`config.mk`:
```
export PLATFORM = sky130hd
export DESIGN_NAME = iter_divider
export DESIGN_NICKNAME = d
export VERILOG_FILES = /design/src/rtl/iter_divider.sv
export SDC_FILE = /design/constraint.sdc
export NUM_CORES = 1
export LEC_CHECK = 0
export CAP_MARGIN = 0
export CORE_MARGIN = 2
export CORE_UTILIZATION = 40
export CTS_CLUSTER_DIAMETER = 50
export DETAILED_ROUTE_END_ITERATION = 6
export SLEW_MARGIN = 20
export SYNTH_ARGS = -nofsm -noshare
export SYNTH_HDL_FRONTEND = slang
export SYNTH_SLANG_ARGS = --single-unit
```
`constraint.sdc`:
```
create_clock -name clk -period 10.1 [get_ports clk]
set_input_delay 1.515 -clock clk [delete_from_list [all_inputs] [get_ports clk]]
set_output_delay 1.515 -clock clk [all_outputs]
set_load 0.03 [all_outputs]
```
`src/rtl/iter_divider.sv`:
```
// Multi-cycle radix-2 restoring divider with independent dividend/divisor valid/ready channels.
// Produces {quotient, remainder} with a one-cycle result strobe WIDTH+1 cycles after capture.
module iter_divider #(
    parameter int unsigned WIDTH  = 32,
    parameter bit          SIGNED = 1'b1
) (
    input  logic               clk,
    input  logic               resetn,
    input  logic [WIDTH-1:0]   s_axis_dividend_tdata,
    input  logic               s_axis_dividend_tvalid,
    output logic               s_axis_dividend_tready,
    input  logic [WIDTH-1:0]   s_axis_divisor_tdata,
    input  logic               s_axis_divisor_tvalid,
    output logic               s_axis_divisor_tready,
    output logic [2*WIDTH-1:0] m_axis_dout_tdata,
    output logic               m_axis_dout_tvalid
);

    localparam int unsigned CntW = (WIDTH > 2) ? $clog2(WIDTH) : 1;

    typedef enum logic [1:0] {StIdle, StCalc, StDone} state_e;

    state_e             state_q, state_d;
    logic               held_a_q, held_a_d, held_b_q, held_b_d;
    logic               rdy_a_q, rdy_a_d, rdy_b_q, rdy_b_d;
    logic [WIDTH-1:0]   opa_q, opa_d, opb_q, opb_d;
    logic [WIDTH-1:0]   dvd_q, dvd_d, dsr_q, dsr_d, rem_q, rem_d;
    logic               qneg_q, qneg_d, rneg_q, rneg_d;
    logic [CntW-1:0]    cnt_q, cnt_d;
    logic [2*WIDTH-1:0] dout_q, dout_d;

    logic               acc_a, acc_b;
    logic [WIDTH+1:0]   diff;
    logic               no_borrow;
    logic [WIDTH-1:0]   q_mag, r_mag;

    assign s_axis_dividend_tready = rdy_a_q;
    assign s_axis_divisor_tready  = rdy_b_q;
    assign m_axis_dout_tdata      = dout_q;
    assign m_axis_dout_tvalid     = (state_q == StDone);

    assign acc_a = s_axis_dividend_tvalid & rdy_a_q;
    assign acc_b = s_axis_divisor_tvalid & rdy_b_q;

    // Extra top bit holds the borrow of the (WIDTH+1)-bit trial subtraction.
    assign diff      = {1'b0, rem_q, dvd_q[WIDTH-1]} - {2'b00, dsr_q};
    assign no_borrow = ~diff[WIDTH+1];
    assign q_mag     = {dvd_q[WIDTH-2:0], no_borrow};
    assign r_mag     = no_borrow ? diff[WIDTH-1:0] : {rem_q[WIDTH-2:0], dvd_q[WIDTH-1]};

    always_comb begin
        state_d  = state_q;
        held_a_d = held_a_q | acc_a;
        held_b_d = held_b_q | acc_b;
        opa_d    = acc_a ? s_axis_dividend_tdata : opa_q;
        opb_d    = acc_b ? s_axis_divisor_tdata : opb_q;
        dvd_d    = dvd_q;
        dsr_d    = dsr_q;
        rem_d    = rem_q;
        qneg_d   = qneg_q;
        rneg_d   = rneg_q;
        cnt_d    = cnt_q;
        dout_d   = dout_q;

        unique case (state_q)
            StIdle: begin
                if (held_a_d && held_b_d) begin
                    state_d = StCalc;
                    dvd_d   = (SIGNED && opa_d[WIDTH-1]) ? -opa_d : opa_d;
                    dsr_d   = (SIGNED && opb_d[WIDTH-1]) ? -opb_d : opb_d;
                    qneg_d  = SIGNED & (opa_d[WIDTH-1] ^ opb_d[WIDTH-1]);
                    rneg_d  = SIGNED & opa_d[WIDTH-1];
                    rem_d   = '0;
                    cnt_d   = CntW'(WIDTH - 1);
                end
            end
            StCalc: begin
                // Quotient bits shift into the vacated low end of the dividend register.
                dvd_d = q_mag;
                rem_d = r_mag;
                cnt_d = cnt_q - 1'b1;
                if (cnt_q == '0) begin
                    state_d = StDone;
                    dout_d  = {qneg_q ? -q_mag : q_mag, rneg_q ? -r_mag : r_mag};
                end
            end
            StDone: begin
                state_d  = StIdle;
                held_a_d = 1'b0;
                held_b_d = 1'b0;
            end
            default: state_d = StIdle;
        endcase

        rdy_a_d = (state_d == StIdle) & ~held_a_d;
        rdy_b_d = (state_d == StIdle) & ~held_b_d;
    end

    always_ff @(posedge clk or negedge resetn) begin
        if (!resetn) begin
            state_q  <= StIdle;
            held_a_q <= 1'b0;
            held_b_q <= 1'b0;
            rdy_a_q  <= 1'b1;
            rdy_b_q  <= 1'b1;
            opa_q    <= '0;
            opb_q    <= '0;
            dvd_q    <= '0;
            dsr_q    <= '0;
            rem_q    <= '0;
            qneg_q   <= 1'b0;
            rneg_q   <= 1'b0;
            cnt_q    <= '0;
            dout_q   <= '0;
        end else begin
            state_q  <= state_d;
            held_a_q <= held_a_d;
            held_b_q <= held_b_d;
            rdy_a_q  <= rdy_a_d;
            rdy_b_q  <= rdy_b_d;
            opa_q    <= opa_d;
            opb_q    <= opb_d;
            dvd_q    <= dvd_d;
            dsr_q    <= dsr_d;
            rem_q    <= rem_d;
            qneg_q   <= qneg_d;
            rneg_q   <= rneg_d;
            cnt_q    <= cnt_d;
            dout_q   <= dout_d;
        end
    end

endmodule

```
==> run_results.csv <==
group,metric,value,unit
floorplanning,initial_utilization,0.407,
floorplanning,fp-row-count,68,
setup_path,cp.depth,19,
yosys,synthFlopType,"dfrtp_1",
cts,cts_buffers,30,
setup_path,cp-end-kind,"flop",
global_route,grt_pass1_vias,10900,
setup_path,cpMostUsedCell,"a21oi_1",
timing,rsz0062_at_grt,"false",
yosys,syn_inst,1592,
cts,clock-sinks,237,
setup_path,critPathMaxFanout,46,
setup_path,crit_end,"m_axis_dout_tdata[28]",
global_route,grt_max_degree,128,
setup_path,slowest_stage,"nor3_2",
final_layout,mostFrequentLayoutCells,"235 x dfrtp_1, 208 x nand2_1, 200 x o21ai_0",
final_layout,num-nets-final,1794,
drt,drtAntennaViolNets,0,
setup_path,path_delay_family,"simple AND/OR/NAND/NOR gates",
final_layout,diodes,0,
timing,worst_pin_slew,994,ps
floorplanning,die_height,192,um
final_layout,area.growth.synth_to_final,19.7,%
cts,clk_pin_slew_worst_paths,60,ps
yosys,yosysUniqueCellTypes,83,
setup_path,rr_startpoint,"rem_q[17]",
drt,drc,0,
setup_path,crit_chain,"ha_1, a21oi_1, o21ai_0, a21oi_1, a21oi_1, nor3_2, nand2_8, inv_6, mux2i_1, ha_1, inv_1, or3b_1, nor3_1, nand3_1, o41ai_4, nand4_2, o31ai_1, xnor2_1, o21ai_1",
floorplanning,die_w,192,um
global_route,overflow,0,
floorplanning,coreArea,34600,um^2
yosys,ys_ff_latch,237,
hold_path,hold_class,"flop to flop",
global_route,antenna_found_initial,1,
drt,wire_per_inst,17.5,um
setup_path,crit_path_start_kind,"flop",
global_route,grt_use_total,0.207,
drt,dr.pass1.iters,5,
cts,holdBufCountCts,0,
drt,num_vias,11500,
cts,worstSkewPairLatency,580,ps
setup_path,r2r_end,"m_axis_dout_tdata[28]",
cts,root_buffer,"clkbuf_16",
drt,avgViaCountPerCell,5.33,
timing,setup_viol,0,
setup_path,r2r_slack,4760,ps
timing,finalHoldViolations,0,
setup_path,crit_type,"flop to flop",
global_route,grt_pass1_wl,60900,um
global_route,gr-usage-met2,0.279,
cts,htreeDepth,1,
cts,cts_buffer_depth,3,
run,max_cap_viol_count,0,
cts,cts_tree,"done",
timing,clock.fmax,187,MHz
drt,drt_iter0_drc,950,
placement,io_buffers,134,
final_layout,drive_gt1_frac,0.0580,
yosys,synth_area_per_cell,8.86,um^2
timing,final.setup.tns,0,ps
yosys,ys_warn_count,0,
final_layout,layout_commonest_cell,"dfrtp_1",
placement,dp_hpwl,28000,um
timing,fin_skew,25.2,ps
outcome,status,"completed",
setup_path,r2r_cells,19,
drt,wl,37800,um
placement,place_congestion,0.872,
setup_path,cpPeakStageDelay,530,ps
global_route,grt.met1_usage,0.346,
floorplanning,fp.dieArea,36800,um^2
cts,post_cts_resized,0,
global_route,grtUsageMet3,0.0245,
yosys,syn_area,14100,um^2
yosys,synth_fp_nets,1698,
setup_path,cp.arrival,5770,ps
yosys,synth_enable_flop_cells,0,
timing,slew_headroom,0.337,
hold_path,min_path_cells,2,
cts,post_cts_buffers,0,
timing,period_share,0.528,
setup_path,worstSetupStartpoint,"rem_q[17]",
timing,finalCriticalPeriod,5340,ps
yosys,ys_seq_area_frac,0.421,
floorplanning,ios,135,
setup_path,critical_path_buf_inv_count,2,
setup_path,critPathRequiredTime,10530,ps
timing,slew_viol_final,0,
yosys,ys_async_sr_fraction,1.00,
global_route,gr-max-usage-layer,"met1",
-- flip-flops by register name, summed over array words and instances (netlist names) --
name,flops
state_q,2
rneg_q,1
held_b_q,1
dsr_q,32
qneg_q,1
opb_q,32
s_axis_dividend_tready,1
held_a_q,1
m_axis_dout_tdata,64
s_axis_divisor_tready,1
opa_q,32
rem_q,32
cnt_q,5
dvd_q,32
-- routing by layer --
layer | vias to the layer above | routed length, um | part of all wire
li1 | 5765 | - | -
met1 | 5458 | 20200 | 0.54
met2 | 277 | 14900 | 0.39
met3 | 37 | 2200 | 0.058
met4 | 0 | 468 | 0.012
met5 | - | 0 | 0
-- tightest hold or removal path: cells and delay by family (launching register included) --
family | cells | cell delay (ps)
AND/OR/NAND/NOR | 2 | 100
flip-flops | 1 | 340
-- synth_stat cells, drive strengths merged (8+ instances only) --
cell / instances / area (um^2)
nand3: 51 / 255
nor2: 84 / 315
o31ai: 22 / 180
nor2b: 8 / 52.6
ha: 37 / 463
dfrtp: 235 / 5880
nand2: 210 / 805
o21a: 9 / 67.6
o21ai: 218 / 1090
xor2: 47 / 412
inv: 101 / 384
a21oi: 69 / 345
xnor2: 100 / 876
nand4: 8 / 56.3
nor3: 51 / 265
nor4: 8 / 50.1
a22oi: 29 / 218
mux2i: 75 / 751
or3: 16 / 100
a31oi: 19 / 119
o41ai: 13 / 178
buf: 19 / 85.1
clkbuf: 62 / 234
-- how the worst min path moves through the flow --
stage	from	to	slack (ps)
floorplan	cnt_q[3]	cnt_q[3]	450
detailed placement	m_axis_dout_tdata[13]	m_axis_dout_tdata[13]	460
CTS	m_axis_dout_tdata[13]	m_axis_dout_tdata[13]	470
global route	m_axis_dout_tdata[13]	m_axis_dout_tdata[13]	480
finish	m_axis_dout_tdata[16]	m_axis_dout_tdata[16]	470
global placement	m_axis_dout_tdata[13]	m_axis_dout_tdata[13]	450
-- logic make-up after synthesis --
kind of cell	after synthesis	synth area share
and+or+nand+nor	477	0.157
DFF	237	0.421
adders and majority gates	38	0.0342
buffers and inverters	182	0.0498
xor gates and xnor gates	147	0.0913
muxes	81	0.0580
AOI/OAI and AO/OA	430	0.189
-- metrics by stage --
stage | cell area, um^2 | hold WS (ps) | cells | utilization | worst slack (ps)
floorplan | 14100 | 446 | 1592 | - | 4940
global placement | 15800 | 454 | 2110 | 0.457 | 4670
detailed placement | 15800 | 461 | 2110 | 0.457 | 4630
CTS | 16800 | 474 | 2162 | 0.486 | 4800
global route | 16900 | 481 | 2163 | 0.487 | 4290
finish | 16900 | 467 | 2163 | 0.487 | 4760
-- area by class of cell --
| cell class | instances | area, um^2 |
|---|---|---|
| well taps | 455 | 569 |
| fillers | 3278 | 17700 |
| inverters | 101 | 384 |
| flip-flops and latches | 237 | 5930 |
| repair buffers | 145 | 1450 |
| clock buffers | 37 | 817 |
| clock inverters | 15 | 219 |
| multi-input cells | 1173 | 7510 |
Power is not shown: default switching activity piles up to over one toggle a cycle in this logic, so the estimate is an artifact.
